## src/rtl/ladybird_config.sv

```systemverilog
`timescale 1ns/1ps
`default_nettype none
// +----------------------------------------------------------------------+
// | ladybird_config                                                      |
// | Bus widths, ACLINT aperture base and register offsets.               |
// | Rev 1.0                                                              |
// +----------------------------------------------------------------------+
package ladybird_config;

  localparam int BUS_ADDR_W = 32;
  localparam int BUS_DATA_W = 32;
  localparam int BUS_STRB_W = BUS_DATA_W / 8;

  localparam logic [31:0] ACLINT_MSIP_BASE = 32'h0200_0000;

  localparam logic [15:0] ACLINT_OFF_MSIP        = 16'h0000;
  localparam logic [15:0] ACLINT_OFF_MTIMECMP_LO = 16'h4000;
  localparam logic [15:0] ACLINT_OFF_MTIMECMP_HI = 16'h4004;
  localparam logic [15:0] ACLINT_OFF_SETSSIP     = 16'h8000;
  localparam logic [15:0] ACLINT_OFF_MTIME_LO    = 16'hBFF8;
  localparam logic [15:0] ACLINT_OFF_MTIME_HI    = 16'hBFFC;

  // Byte-lane merge: lanes with strb set take wdata, others keep old.
  function automatic logic [BUS_DATA_W-1:0] strb_merge(
    input logic [BUS_DATA_W-1:0] old,
    input logic [BUS_DATA_W-1:0] wdata,
    input logic [BUS_STRB_W-1:0] strb
  );
    logic [BUS_DATA_W-1:0] merged;
    merged = old;
    for (int i = 0; i < BUS_STRB_W; i++) begin
      if (strb[i]) merged[8*i +: 8] = wdata[8*i +: 8];
    end
    return merged;
  endfunction

endpackage
`default_nettype wire

```

## src/rtl/ladybird_aclint_mtime.sv

```systemverilog
`timescale 1ns/1ps
`default_nettype none
// +----------------------------------------------------------------------+
// | ladybird_aclint_mtime                                                |
// | Tick prescaler and 64-bit mtime counter with byte-strobed writes.    |
// | Rev 1.0                                                              |
// +----------------------------------------------------------------------+
module ladybird_aclint_mtime
  import ladybird_config::*;
#(
  parameter int unsigned TICK_DIV = 1
) (
  input  logic                  clk,
  input  logic                  rst,
  input  logic                  wr_lo,
  input  logic                  wr_hi,
  input  logic [BUS_DATA_W-1:0] wdata,
  input  logic [BUS_STRB_W-1:0] strb,
  output logic [63:0]           mtime
);

  localparam logic [31:0] c_presc_max = 32'(TICK_DIV - 1);

  logic [31:0] r_presc;
  logic [63:0] r_mtime;
  logic        w_tick;

  assign w_tick = (r_presc == c_presc_max);
  assign mtime  = r_mtime;

  always_ff @(posedge clk or posedge rst) begin
    if (rst) begin
      r_presc <= '0;
      r_mtime <= '0;
    end else begin
      r_presc <= w_tick ? 32'd0 : r_presc + 32'd1;
      // A software write takes priority and swallows this cycle's tick.
      if (wr_lo) begin
        r_mtime[31:0] <= strb_merge(r_mtime[31:0], wdata, strb);
      end else if (wr_hi) begin
        r_mtime[63:32] <= strb_merge(r_mtime[63:32], wdata, strb);
      end else if (w_tick) begin
        r_mtime <= r_mtime + 64'd1;
      end
    end
  end

endmodule
`default_nettype wire

```

## src/rtl/ladybird_aclint.sv

```systemverilog
`timescale 1ns/1ps
`default_nettype none
// +----------------------------------------------------------------------+
// | ladybird_aclint                                                      |
// | ACLINT slice: MSIP, MTIMECMP, SETSSIP and MTIME behind a req/resp    |
// | port. Rev 1.0                                                        |
// +----------------------------------------------------------------------+
module ladybird_aclint
  import ladybird_config::*;
#(
  parameter logic [31:0] BASE_ADDR = ACLINT_MSIP_BASE,
  parameter int unsigned TICK_DIV  = 1
) (
  input  logic                  clk,
  input  logic                  rst,
  input  logic                  req_valid,
  output logic                  req_ready,
  input  logic [BUS_ADDR_W-1:0] req_addr,
  input  logic                  req_write,
  input  logic [BUS_DATA_W-1:0] req_wdata,
  input  logic [BUS_STRB_W-1:0] req_strb,
  output logic                  resp_valid,
  input  logic                  resp_ready,
  output logic [BUS_DATA_W-1:0] resp_data,
  output logic                  resp_error,
  output logic                  irq_msip,
  output logic                  irq_mtip,
  output logic                  irq_ssip_set,
  output logic [63:0]           mtime
);

  localparam logic [0:0] c_st_idle = 1'b0;
  localparam logic [0:0] c_st_resp = 1'b1;

  logic [0:0]            r_state;
  logic [0:0]            w_state_nxt;
  logic                  w_accept;
  logic [15:0]           w_off;
  logic                  w_base_hit;
  logic                  w_sel_msip, w_sel_cmp_lo, w_sel_cmp_hi;
  logic                  w_sel_ssip, w_sel_mt_lo, w_sel_mt_hi;
  logic                  w_mapped;
  logic                  w_wr;
  logic                  w_ssip_fire;
  logic [BUS_DATA_W-1:0] w_rdata;
  logic [63:0]           w_mtime;
  logic                  w_unused_ok;

  logic                  r_msip;
  logic [63:0]           r_mtimecmp;
  logic [BUS_DATA_W-1:0] r_resp_data;
  logic                  r_resp_error;
  logic                  r_ssip;

  // Word aligned: the two low address bits never select anything.
  assign w_off       = {req_addr[15:2], 2'b00};
  assign w_unused_ok = ^req_addr[1:0];
  assign w_base_hit  = (req_addr[31:16] == BASE_ADDR[31:16]);

  assign w_sel_msip   = w_base_hit && (w_off == ACLINT_OFF_MSIP);
  assign w_sel_cmp_lo = w_base_hit && (w_off == ACLINT_OFF_MTIMECMP_LO);
  assign w_sel_cmp_hi = w_base_hit && (w_off == ACLINT_OFF_MTIMECMP_HI);
  assign w_sel_ssip   = w_base_hit && (w_off == ACLINT_OFF_SETSSIP);
  assign w_sel_mt_lo  = w_base_hit && (w_off == ACLINT_OFF_MTIME_LO);
  assign w_sel_mt_hi  = w_base_hit && (w_off == ACLINT_OFF_MTIME_HI);
  assign w_mapped     = w_sel_msip | w_sel_cmp_lo | w_sel_cmp_hi |
                        w_sel_ssip | w_sel_mt_lo  | w_sel_mt_hi;

  assign w_accept    = req_valid && req_ready;
  assign w_wr        = w_accept && req_write;
  assign w_ssip_fire = w_wr && w_sel_ssip && req_strb[0] && req_wdata[0];

  // State register
  always_ff @(posedge clk or posedge rst) begin
    if (rst) r_state <= c_st_idle;
    else     r_state <= w_state_nxt;
  end

  // Next-state logic
  always_comb begin
    w_state_nxt = r_state;
    case (r_state)
      c_st_idle: if (w_accept)   w_state_nxt = c_st_resp;
      c_st_resp: if (resp_ready) w_state_nxt = c_st_idle;
      default:                   w_state_nxt = c_st_idle;
    endcase
  end

  // Output logic
  always_comb begin
    req_ready  = 1'b0;
    resp_valid = 1'b0;
    case (r_state)
      c_st_idle: req_ready  = 1'b1;
      c_st_resp: resp_valid = 1'b1;
      default:   req_ready  = 1'b0;
    endcase
  end

  always_comb begin
    w_rdata = '0;
    if (!req_write) begin
      if (w_sel_msip)   w_rdata = {{(BUS_DATA_W-1){1'b0}}, r_msip};
      if (w_sel_cmp_lo) w_rdata = r_mtimecmp[31:0];
      if (w_sel_cmp_hi) w_rdata = r_mtimecmp[63:32];
      if (w_sel_mt_lo)  w_rdata = w_mtime[31:0];
      if (w_sel_mt_hi)  w_rdata = w_mtime[63:32];
    end
  end

  always_ff @(posedge clk or posedge rst) begin
    if (rst) begin
      r_msip       <= 1'b0;
      r_mtimecmp   <= 64'hFFFF_FFFF_FFFF_FFFF;
      r_resp_data  <= '0;
      r_resp_error <= 1'b0;
      r_ssip       <= 1'b0;
    end else begin
      r_ssip <= w_ssip_fire;
      if (w_accept) begin
        r_resp_data  <= w_rdata;
        r_resp_error <= !w_mapped;
      end
      if (w_wr && w_sel_msip && req_strb[0]) r_msip <= req_wdata[0];
      if (w_wr && w_sel_cmp_lo)
        r_mtimecmp[31:0] <= strb_merge(r_mtimecmp[31:0], req_wdata, req_strb);
      if (w_wr && w_sel_cmp_hi)
        r_mtimecmp[63:32] <= strb_merge(r_mtimecmp[63:32], req_wdata, req_strb);
    end
  end

  ladybird_aclint_mtime #(
    .TICK_DIV (TICK_DIV)
  ) u_mtime (
    .clk   (clk),
    .rst   (rst),
    .wr_lo (w_wr && w_sel_mt_lo),
    .wr_hi (w_wr && w_sel_mt_hi),
    .wdata (req_wdata),
    .strb  (req_strb),
    .mtime (w_mtime)
  );

  assign resp_data    = r_resp_data;
  assign resp_error   = r_resp_error;
  assign irq_msip     = r_msip;
  assign irq_mtip     = (w_mtime >= r_mtimecmp);
  assign irq_ssip_set = r_ssip;
  assign mtime        = w_mtime;

endmodule
`default_nettype wire

```

## config.mk

```make
export PLATFORM = sky130hd
export DESIGN_NAME = ladybird_aclint
export DESIGN_NICKNAME = d
export VERILOG_FILES = /design/src/rtl/ladybird_config.sv /design/src/rtl/ladybird_aclint_mtime.sv /design/src/rtl/ladybird_aclint.sv
export SDC_FILE = /design/constraint.sdc
export NUM_CORES = 1
export LEC_CHECK = 0
export CORE_MARGIN = 8
export CORE_UTILIZATION = 30
export CTS_BUF_LIST = sky130_fd_sc_hd__clkbuf_2 sky130_fd_sc_hd__clkbuf_4 sky130_fd_sc_hd__clkbuf_8
export CTS_CLUSTER_SIZE = 28
export DETAILED_ROUTE_END_ITERATION = 7
export PLACE_DENSITY = 0.46
export SLEW_MARGIN = 15
export SYNTH_ARGS = -nofsm -noshare
export SYNTH_HDL_FRONTEND = slang
export SYNTH_SLANG_ARGS = --single-unit
```

## constraint.sdc

```tcl
create_clock -name clk -period 7.2 [get_ports clk]
set_input_delay 1.08 -clock clk [delete_from_list [all_inputs] [get_ports clk]]
set_output_delay 1.08 -clock clk [all_outputs]
set_load 0.1 [all_outputs]
```

==> out/metrics.cfg <==
[sta]
hold_viol=0
slew_headroom_pct=24.9
worst_pin_slew_ns=1.12
setup_tns_ns=0
finalCritPeriodShare_pct=84.4
rsz0062_at_grt=false
min_period_ns=6.08
drv_slew=0
finalSetupViolCount=0
clock.fmax_mhz=164
fin_skew_ns=0.0198

[route]
dr.pass1.iters=5
num_vias=11000
drcViolationCount=0
wire_per_inst_um=23.0
drtIter0Drc=784
vias_per_cell=5.57
finalWirelength_um=45300
final_antenna_net_count=0

[grt]
grt_overflow=0
grt_pass1_wl_um=69200
antenna_found_initial=0
grt.total_usage_pct=18.9
grt_pass1_vias=10800
grt_max_degree=85

[clock_tree]
clkSinkCount=196
cts_setup_buffers=0
hold_buffers=0
cts_buffers=17
clk_pin_slew_ns=0.10
cts_tree=built
cts_buffer_depth=2
clock_latency_ns=0.51
cts_resized=0
ctsRootBufferMaster=clkbuf_8
htreeDepth=4

[yosys]
synth-compound-area-share_pct=21.1
async_flop_share_pct=100
synth-edff-count=0
yosysSeqAreaShare_pct=40.3
synth_xor_area_share_pct=2.12
synthFlopType=dfrtp_1
yosysTopAreaCellShare_pct=26.7
synth_top_family_by_area=compound AO/OA/AOI/OAI gates
synth-adder-area-share_pct=6.77
synth.cell_area_mm2=0.0124
ys_top_cells_by_area=dfrtp_1 (27%), dfstp_2 (14%), ha_1 (6.8%), a221oi_1 (4.2%), a21oi_1 (4.1%)
synth_nets=1430
synthMuxAreaShare_pct=7.38
avgSynthCellArea_um2=9.60
synthSimpleGateAreaFrac_pct=17.4
synth_top_area_cell=dfrtp_1
yosysUniqueCellTypes=82
ys_ff_latch=196
syn-instance-count=1290
ys_warn_count=0

[final_layout]
fill_cells=4180
nets=1565
area_delta_synth_final_pct=20.9
drive_above_1_share_pct=14.5
antennaDiodeCount=0
final_area_mm2=0.0150
mostFrequentLayoutCells=clkdlybuf4s50_1 (171), dfrtp_1 (132), nand2_1 (104)
mostFrequentLayoutCell=clkdlybuf4s50_1

[worst_setup_path]
required_ns=6.12
slowest_delay_ns=1.15
crit_path_end_kind=output port
worstSetupPathType=register to output port
critPathLaunchType=register
cp_max_fo=3
crit_family=simple AND/OR/NAND/NOR gates
crit_buf_inv=2
arrival_ns=5.00
slowest_stage=clkdlybuf4s50_1
crit_chain=inv_1 > ha_1 > nand4_1 > or3_1 > nor4_1 > o311ai_0 > a31oi_1 > or4_1 > clkdlybuf4s50_1

[power]
combinationalPowerShare_pct=7.1
power_frac_seq_pct=55.6
swShare_pct=26.2
clkPwrFrac_pct=37.2
ir_drop_mv=0.106
power_density_mw_per_mm2=133
internal-power_uw=1460
p_switching_uw=519
p_leak_uw=0.00598
power_uw=1980

[status]
status=finished clean

[die]
core_mm2=0.0408
rows=74
dieArea_mm2=0.0480
ios=175
start_util_pct=30.3
dieHeight_um=219
die_x_um=219

[run]
drv_cap=0

[min_path]
hold_path.class=register to register

[placed_design]
place_congestion=0.812
io_buffers=172
placed_cell_area_mm2=0.0146
post-dp-hpwl_um=32600

==> per-stage QoR <==
stage          cells  setup WS, ns  hold WS [ns]  utilization, %
3_5_place_dp    1938          1.78         0.468            35.7
5_1_grt         1970          1.03         0.519            36.7
4_1_cts         1970          1.16         0.493            36.7
6_report        1970          1.12         0.484            36.7
3_3_place_gp    1938          1.76         0.461            35.7
2_1_floorplan   1290         0.885         0.443               -
==> power by group through the flow <==
stage	sequential (uW)	clock (uW)	combinational (uW)
after floorplan	1130	0	53.4
after CTS	1100	773	146
final	1100	738	142
after detailed placement	1120	0	146
after global placement	1120	0	146
after global routing	1100	809	155
==> area by class of cell <==
| class | instances | area [um^2] | area share (%) |
|---|---|---|---|
| multi-input combinational | 942 | 6800 | 45.5 |
| sequential | 196 | 4980 | 33.3 |
| timing repair buffer | 186 | 1820 | 12.2 |
| tap | 532 | 666 | 4.45 |
| inverter | 82 | 315 | 2.11 |
| clock buffer | 24 | 299 | 2.00 |
| clock inverter | 8 | 76.3 | 0.510 |
==> synthesized netlist by cell type (8+ instances only) <==
cell type and n:
dfrtp_1 132, a21o_1 21, o21a_1 10, a31oi_1 17
inv_1 82, dfstp_2 64, mux2_4 32, buf_2 12
a21oi_1 101, xnor2_1 22, nor2_1 61, o22a_1 9
o22ai_1 17, nand3_1 57, o31ai_1 32, nand4_1 51
xor2_1 8, and4_1 13, a221oi_1 59, clkbuf_1 50
o21ai_0 43, ha_1 67, nand2_1 104, nor4_1 18
and3_1 23, mux2_2 30, o41ai_1 9, nor3_1 15
==> registers in the layout, summed over array words and instances, names as in the netlist <==
signal	cells
resp_data	32
r_state	1
irq_msip	1
resp_error	1
irq_ssip_set	1
u_mtime.r_presc	32
u_mtime.mtime	64
r_mtimecmp	64
==> cell families after synthesis <==
kind of cell               after synthesis
DFF                                    196
and+or+nand+nor                        397
xor gates and xnor gates                30
AOI/OAI and AO/OA                      377
muxes                                   71
buffers and inverters                  152
adders and majority gates               67
==> routing by layer <==
layer | up-vias | GRT usage (%) | routed length (um)
met5 | - | 0 | 0
met1 | 5478 | 26.3 | 21400
met3 | 45 | 3.69 | 2430
li1 | 5154 | - | -
met2 | 301 | 29.7 | 20800
met4 | 0 | 4.74 | 683
==> path summary, 6_finish.rpt <==
kind	from	end	slack (ns)	depth (start not counted)
setup / recovery	r_mtimecmp[14]	irq_mtip	1.12	9
hold / removal	resp_data[2]	resp_data[2]	0.48	2
setup reg to reg	u_mtime.mtime[22]	u_mtime.mtime[60]	3.92	6
hold reg to reg	resp_data[2]	resp_data[2]	0.48	2
max in group asynchronous	rst	resp_data[14]	4.87	3
min in group asynchronous	rst	resp_data[2]	1.06	2
==> worst reg2reg max path, delay by kind of cell (launching register included) <==
family	cells	cell delay, ns
and+or+nand+nor	4	2.07
AOI/OAI and AO/OA	2	0.46
DFF	1	0.65
No activity file was read; power rests on OpenSTA's default activity.
